`src/rtl/fft_pkg.sv`:
```
// Shared FFT constants, sample type and index bit-reversal helper.
package fft_pkg;

  localparam int unsigned FFT_DATA_W  = 8;
  localparam int unsigned FFT_N       = 8;
  localparam int unsigned FFT_LOG2N   = 3;
  localparam int unsigned BITREV_MAXW = 6;

  typedef logic [FFT_DATA_W-1:0] sample_t;

  // Reverse the low w bits of v (w <= BITREV_MAXW); upper bits return 0.
  function automatic logic [BITREV_MAXW-1:0] bitrev(input logic [BITREV_MAXW-1:0] v,
                                                     input int unsigned w);
    logic [BITREV_MAXW-1:0] r;
    r = '0;
    for (int unsigned i = 0; i < BITREV_MAXW; i++) begin
      if (i < w) r[3'(i)] = v[3'(w - 1 - i)];
    end
    return r;
  endfunction

endpackage

```
`src/rtl/reorder_bank.sv`:
```
// One frame buffer: N x DATA_W register file, single write port,
// asynchronous read port, cleared to zero on reset.
module reorder_bank #(
  parameter int unsigned DATA_W = 8,
  parameter int unsigned N      = 8,
  parameter int unsigned AW     = 3
) (
  input  logic              clk,
  input  logic              rst,
  input  logic              we,
  input  logic [AW-1:0]     waddr,
  input  logic [DATA_W-1:0] wdata,
  input  logic [AW-1:0]     raddr,
  output logic [DATA_W-1:0] rdata
);

  logic [DATA_W-1:0] r_mem [N];

  // Write port: store one sample per enabled cycle.
  always_ff @(posedge clk or posedge rst) begin
    if (rst) r_mem <= '{default: '0};
    else if (we) r_mem[waddr] <= wdata;
  end

  assign rdata = r_mem[raddr];

endmodule

```
`src/rtl/fft8_reorder_ctrl.sv`:
```
// Ping-pong input reorder for the radix-2 FFT: frames are written in
// natural order and read back in bit-reversed order at 1 sample/cycle.
module fft8_reorder_ctrl
  import fft_pkg::*;
#(
  parameter int unsigned DATA_W = FFT_DATA_W,
  parameter int unsigned N      = FFT_N,
  parameter int unsigned LOG2N  = FFT_LOG2N
) (
  input  logic              clk,
  input  logic              rst,
  input  logic              in_valid,
  output logic              in_ready,
  input  logic [DATA_W-1:0] in_data,
  output logic              out_valid,
  input  logic              out_ready,
  output logic [DATA_W-1:0] out_data,
  output logic [LOG2N-1:0]  out_idx,
  output logic              out_first,
  output logic              out_last
);

  logic [1:0]        r_full;
  logic              r_wr_bank;
  logic              r_rd_bank;
  logic [LOG2N-1:0]  r_wr_cnt;
  logic [LOG2N-1:0]  r_rd_cnt;

  logic              w_accept;
  logic              w_emit;
  logic              w_wr_last;
  logic              w_rd_last;
  logic              w_we0;
  logic              w_we1;
  logic [LOG2N-1:0]  w_rd_idx;
  logic [DATA_W-1:0] w_rdata0;
  logic [DATA_W-1:0] w_rdata1;
  logic [DATA_W-1:0] w_sel_data;

  assign in_ready  = ~r_full[r_wr_bank];
  assign out_valid = r_full[r_rd_bank];
  assign w_accept  = in_valid & in_ready;
  assign w_emit    = out_valid & out_ready;
  assign w_wr_last = (r_wr_cnt == LOG2N'(N - 1));
  assign w_rd_last = (r_rd_cnt == LOG2N'(N - 1));
  assign w_we0     = w_accept & ~r_wr_bank;
  assign w_we1     = w_accept & r_wr_bank;
  assign w_rd_idx  = LOG2N'(bitrev(BITREV_MAXW'(r_rd_cnt), LOG2N));

  reorder_bank #(.DATA_W(DATA_W), .N(N), .AW(LOG2N)) u_bank0 (
    .clk   (clk),
    .rst   (rst),
    .we    (w_we0),
    .waddr (r_wr_cnt),
    .wdata (in_data),
    .raddr (w_rd_idx),
    .rdata (w_rdata0)
  );

  reorder_bank #(.DATA_W(DATA_W), .N(N), .AW(LOG2N)) u_bank1 (
    .clk   (clk),
    .rst   (rst),
    .we    (w_we1),
    .waddr (r_wr_cnt),
    .wdata (in_data),
    .raddr (w_rd_idx),
    .rdata (w_rdata1)
  );

  // Write pointer: advance per accept, switch bank after the N-th sample.
  always_ff @(posedge clk or posedge rst) begin
    if (rst) begin
      r_wr_cnt  <= '0;
      r_wr_bank <= 1'b0;
    end else if (w_accept) begin
      r_wr_cnt <= w_wr_last ? '0 : r_wr_cnt + 1'b1;
      if (w_wr_last) r_wr_bank <= ~r_wr_bank;
    end
  end

  // Read pointer: advance per emit, switch bank after the N-th sample.
  always_ff @(posedge clk or posedge rst) begin
    if (rst) begin
      r_rd_cnt  <= '0;
      r_rd_bank <= 1'b0;
    end else if (w_emit) begin
      r_rd_cnt <= w_rd_last ? '0 : r_rd_cnt + 1'b1;
      if (w_rd_last) r_rd_bank <= ~r_rd_bank;
    end
  end

  // Full flags: set targets a non-full bank and clear a full one, so a
  // same-cycle set and clear always hit different bits and both apply.
  always_ff @(posedge clk or posedge rst) begin
    if (rst) begin
      r_full <= '0;
    end else begin
      if (w_accept && w_wr_last) r_full[r_wr_bank] <= 1'b1;
      if (w_emit && w_rd_last)   r_full[r_rd_bank] <= 1'b0;
    end
  end

  // Output mux: bit-reversed read of the draining bank, zero when idle.
  always_comb begin
    w_sel_data = r_rd_bank ? w_rdata1 : w_rdata0;
    out_data   = out_valid ? w_sel_data : '0;
    out_idx    = w_rd_idx;
    out_first  = out_valid & (r_rd_cnt == '0);
    out_last   = out_valid & w_rd_last;
  end

endmodule

```
`config.mk`:
```
export PLATFORM = sky130hd
export DESIGN_NAME = fft8_reorder_ctrl
export DESIGN_NICKNAME = d
export VERILOG_FILES = /design/src/rtl/fft_pkg.sv /design/src/rtl/reorder_bank.sv /design/src/rtl/fft8_reorder_ctrl.sv
export SDC_FILE = /design/constraint.sdc
export NUM_CORES = 1
export LEC_CHECK = 0
export ABC_CLOCK_PERIOD_IN_PS = 4680
export CAP_MARGIN = 20
export CELL_PAD_IN_SITES_DETAIL_PLACEMENT = 1
export CELL_PAD_IN_SITES_GLOBAL_PLACEMENT = 1
export CORE_ASPECT_RATIO = 0.5
export CORE_MARGIN = 3
export CORE_UTILIZATION = 40
export CTS_CLUSTER_DIAMETER = 50
export DETAILED_ROUTE_END_ITERATION = 6
export GPL_ROUTABILITY_DRIVEN = 1
export PLACE_DENSITY_LB_ADDON = 0.1
export REMOVE_ABC_BUFFERS = 1
export SKIP_LAST_GASP = 1
export SLEW_MARGIN = 20
export SYNTH_ARGS = -nofsm -noshare
export SYNTH_HDL_FRONTEND = slang
export SYNTH_SLANG_ARGS = --single-unit
```
`constraint.sdc`:
```
create_clock -name clk -period 4.68 [get_ports clk]
set_input_delay 0.936 -clock clk [delete_from_list [all_inputs] [get_ports clk]]
set_output_delay 0.936 -clock clk [all_outputs]
set_load 0.01 [all_outputs]
```
* Yosys cells after proc, flatten, opt, wreduce, memory -nomap -nowiden
Index checks and enable logic that the tools add are counted.
Word-level totals: register bits after elaboration 138, bits of input ports 12, output and inout port bits 15, word-level logic and storage cells 78
Cells by class: add/sub/neg operators 2, order comparisons 7, equality and inequality tests 2, mux-type cells 24, bitwise gates (word level) 14, reduce and logical (&&, ||, !) cells 8
Operators by type and width (number):
- bitwise mux 64 bit | 2
- 2-to-1 mux 8 bit | 7
- binary-select mux 8 bit (select 3 bit) | 2
- demux 8 bit (select 3 bit) | 1
- greater-or-equal comparator 4 bit, second input constant | 2
- NOT 3 -> 4 bit | 2
- adder 3 x 1 -> 3 bit, second input constant | 2
- bitwise AND 1 bit | 6
- == test 3 bit, second input constant | 2
- 2-to-1 mux 1 bit | 6
- 2-to-1 mux 3 bit | 2
- logical AND 1 bit | 5
- less-than comparator 1 x 2 -> 1 bit, second input constant | 2
- less-than comparator 4 x 1 -> 1 bit, second input constant | 1
- 2-to-1 mux 2 bit | 2
- AND reduction 2 bit | 2
- logical NOT 3 bit | 1
- NOT 1 bit | 3
- bitwise AND 2 bit | 1
- demux 1 bit (select 1 bit) | 2
- greater-or-equal comparator 1 bit, second input constant | 2
- NOT 2 bit | 1
- bitwise OR 2 bit | 1

* Logic depth before layout (Yosys ltp)
depth after elaboration 8, gate-level depth with buffers 7, gate-level depth less buffers 4

* By module
From an unflattened synthesis, not the netlist that was laid out.
Unflattened totals: cells, all modules 412, area, all modules 6705.2 µm²
By module, submodules not included:
- reorder_bank | instances 2, cells an instance 173, area each 3009.1 µm², seq. area each 1601.5 µm²
- fft8_reorder_ctrl | instances 1, cells an instance 66, area each 686.9 µm², seq. area each 250.2 µm²

* Worst setup path after synthesis
No wires, ideal clock.
kind register -> output, from reg r_rd_cnt[2], to out out_data[0], arrival 1.613 ns, path slack 2.131 ns, cell stages (with the launch flop) 6, buffers on the path 2, path through dfrtp_1 -> buf_2 -> buf_2 -> mux4_2 -> nand4_1 -> o211ai_1
On the way: longest elaborated chain between the ends 6
Ends and longest elaborated chain:
- start: declaration | RTL line fft8_reorder_ctrl.sv:27 | logic [LOG2N-1:0] r_rd_cnt;
- start signal: assignment | RTL line fft8_reorder_ctrl.sv:87 | r_rd_cnt <= w_rd_last ? '0 : r_rd_cnt + 1'b1;
- NOT 3 -> 4 bit (not written as such) (*) | RTL line reorder_bank.sv:25 | assign rdata = r_mem[raddr];
- binary-select mux 8 bit (select 3 bit) | RTL line reorder_bank.sv:25
- 2-to-1 mux 8 bit (not written as such) (2 in a row) | RTL line reorder_bank.sv:25
- 2-to-1 mux 8 bit (*) | RTL line fft8_reorder_ctrl.sv:105 | w_sel_data = r_rd_bank ? w_rdata1 : w_rdata0;
- 2-to-1 mux 8 bit (*) | RTL line fft8_reorder_ctrl.sv:106 | out_data = out_valid ? w_sel_data : '0;
- end: declaration | RTL line fft8_reorder_ctrl.sv:17 | output logic [DATA_W-1:0] out_data,
Mark *: on every way between the ends. The rest lies on a longest branch, timed or not. The select of a mux whose other input is x is not followed.

* Worst setup path in the final report
from reg r_rd_cnt[2], to out out_data[3]
Same word-level chain as after synthesis.

==> metrics.md <==
| Metric | Value |
|---|---|
| Main synth FF type | dfrtp_1 |
| Dpl cells | 673 |
| Worst slew margin relative to its limit | 0.226 |
| Gr busiest metal | met2 |
| Die Wd | 187 µm |
| Initial Util | 0.416 |
| H-tree Lvls | 4 |
| R2R cell count | 3 |
| Syn. warnings | 0 |
| Post-synthesis sequential area ratio | 0.530 |
| Compound-Gate Fraction of Synth Area | 0.0263 |
| Mean post-synth cell area | 14.7 µm² |
| Fin crit period | 3.72 ns |
| VDD IR-drop max | 0.339 mV |
| Met2 usage | 0.320 |
| Hold path cells | 1 |
| Post-synth ARST share | 1.00 |
| Die ar. | 18000 µm² |
| Setup tns final | 0 ns |
| Synth Area in Simple Gates | 0.0681 |
| CP Max Fanout | 30 |
| Vias per cell | 5.54 |
| Final period util | 0.794 |
| Max-Cap Viols | 0 |
| GRT Total Usage | 0.196 |
| Hold Slack | 0.492 ns |
| Die height | 96.3 µm |
| Switching Share | 0.322 |
| Multiplexer share of the synthesized area | 0.340 |
| Yosys reg bits | 138 |
| Status | finished clean |
| Adder-cell share of the synthesized area | 0.00960 |
| HP Class | register to register |
| Cells along the critical path | buf_12, mux4_2, a32oi_1, o211ai_1, clkdlybuf4s50_1 |
| Grt met1 use | 0.262 |
| Worst path bufs/invs | 2 |
| CTS buffer count | 17 |
| Design Power | 0.00562 W |
| Initial antenna violation count | 0 |
| CP Depth | 5 |
| Slew @ Worst Pin | 1.16 ns |
| Layout cells sized above 1 | 0.437 |
| Via count | 3909 |
| CTS-repair resized insts | 0 |
| Power per cell area | 731 nW/µm² |
| GP Congestion | 0.766 |
| Net Sw Power | 0.00181 W |
| Setup repair bufs after CTS | 0 |
| EDFF count, synth | 0 |
| CTS max path bufs | 2 |
| Number of global-route vias before repair | 4403 |
| Layout Cells excl Fill | 706 |
| CP delay by family, top | buffers and inverters |
| Combinational share of power | 0.365 |
| Crit Path Class | register to primary output |
| Required @ worst endpoint | 3.74 ns |
| Netlist cell types | 41 |
| CTS tree | yes |
| Drt first pass iters | 4 |
| Clock sink count | 138 |
| Global route overflow | 0 |
| Post-DP HPWL | 11200 µm |
| Internal | 0.00381 W |
| Nets@finish | 489 |
| 1st-iter DRT viols | 141 |
| Clock transition at path regs | 0.06 ns |
| Diode count | 0 |
| RSZ-0062 raised after global routing | false |
| Final Skew | 0.0107 ns |
| Area post-placement | 7020 µm² |
| Leakage | 3.36 nW |
| Design area | 7680 µm² |
| Row Count | 32 |
| First-pass GRT wire length | 26000 µm |
| Xor/xnor cell area share of the yosys netlist | 0.00269 |
| Clock latency at the later pin of the worst-skew pair | 0.42 ns |
| Clk pwr share | 0.257 |
| Critical Path Source Type | register |
| Cell Area, Synth | 6520 µm² |
| Final setup fails | 0 |
| ANT nets after route | 0 |
| Critical Path End Type | primary output |
| WL final | 16600 µm |
| Arr. time, crit path | 2.78 ns |
| Endpoints failing hold | 0 |
| DRC violation count after routing | 0 |
| WL/cell | 23.5 µm |
| Worst path slowest cell | dfrtp_2 |
| Met3 GRT Util | 0.0517 |
| Combinational family with the most area after synthesis | multiplexers |
| Ports | 27 |
| Largest stage delay, worst path | 0.64 ns |
| Pin count of the biggest net entering global routing | 109 |
| Synth-to-layout area growth | 17.8% |
| Core area | 15700 µm² |
| Slew Viols, Final | 0 |
| Maximum clock rate | 269 MHz |
| Port-buffer cells | 26 |
| Root Buffer | clkbuf_16 |
| Hold Buf Count CTS | 0 |
| Cell count after synthesis | 444 |
| Part of the power in registers | 0.379 |
path summary, 6_finish.rpt:
| check | start | end | slack, ns |
|---|---|---|---|
| max | r_rd_cnt[2] | out_data[3] | 0.96 |
| min | u_bank1.r_mem[63] | u_bank1.r_mem[63] | 0.49 |
| max reg2reg | r_wr_cnt[1] | u_bank1.r_mem[35] | 2.39 |
| min reg2reg | u_bank1.r_mem[63] | u_bank1.r_mem[63] | 0.49 |
| max in group asynchronous | rst | u_bank0.r_mem[40] | 2.86 |
| min in group asynchronous | rst | u_bank0.r_mem[29] | 0.87 |
cell type report:
| type | instances | area (µm²) |
|---|---|---|
| multi-input combinational | 274 | 2910 |
| sequential | 138 | 3450 |
| tap | 221 | 277 |
| clock buffer | 19 | 443 |
| timing repair buffer | 38 | 383 |
| clock inverter | 13 | 191 |
| inverter | 3 | 16.3 |
| fill | 1541 | 7980 |
flip-flops by register name, summed over array words and instances (netlist names):
name,cells
r_full,2
r_rd_bank,1
r_rd_cnt,3
r_wr_bank,1
r_wr_cnt,3
u_bank0.r_mem,64
u_bank1.r_mem,64
synthesized netlist by cell type (2+ instances only):
cell | count | area share
a21o_1 | 2 | 0.0023
a32oi_1 | 7 | 0.0094
and2_1 | 2 | 0.0019
and3b_1 | 2 | 0.0027
buf_2 | 10 | 0.0077
buf_4 | 3 | 0.0035
clkbuf_1 | 14 | 0.0081
dfrtp_1 | 138 | 0.53
ha_1 | 5 | 0.0096
inv_1 | 3 | 0.0017
mux2_1 | 2 | 0.0035
mux2_2 | 121 | 0.21
mux2_4 | 8 | 0.018
mux2i_1 | 15 | 0.023
mux4_2 | 25 | 0.086
nand2_1 | 26 | 0.015
nand2_2 | 7 | 0.0067
nand3_1 | 9 | 0.0069
nand4_1 | 7 | 0.0067
nor2_1 | 2 | 0.0012
nor2b_1 | 8 | 0.0077
nor3_1 | 2 | 0.0015
o211ai_1 | 7 | 0.0081
xnor2_1 | 2 | 0.0027
per-layer routing:
metal	wire length, µm	vias to the layer above
met5	0	-
met3	735	16
met1	7920	2129
met4	279	0
li1	-	1701
met2	7680	63
power by group through the flow:
stage / clock [W] / combinational, W / sequential, W
final: 0.00144 / 0.00205 / 0.00213
after CTS: 0.00148 / 0.00208 / 0.00212
after floorplan: 0 / 0.00134 / 0.00209
after global placement: 0 / 0.00199 / 0.00209
after global routing: 0.00154 / 0.00222 / 0.00219
after detailed placement: 0 / 0.00207 / 0.00214
cell usage in the layout, fill, tap and decap left out, types with 8 or more instances in the layout:
cell             synthesis  final
buf_4                    3     10
clkbuf_16                0     17
clkdlybuf4s50_1          0     26
dfrtp_1                138    137
mux2_2                 121    121
mux2_4                   8      8
mux2i_1                 15     15
mux4_2                  25     25
nand2_1                 26     26
nand3_1                  9      9
nor2b_1                  8      8
per-stage QoR:
step	setup WS (ns)	utilization
floorplan	0.0478	-
global placement	1.38	0.448
detailed placement	1.38	0.448
CTS	0.927	0.489
global route	0.825	0.490
finish	0.964	0.490
cell families after synthesis:
family | count (synthesis)
simple gates | 74
buf+inv | 32
compound gates | 22
flops | 138
fa+ha+maj | 5
xor+xnor | 2
mux | 171
Power figures use the tool's default switching activity.
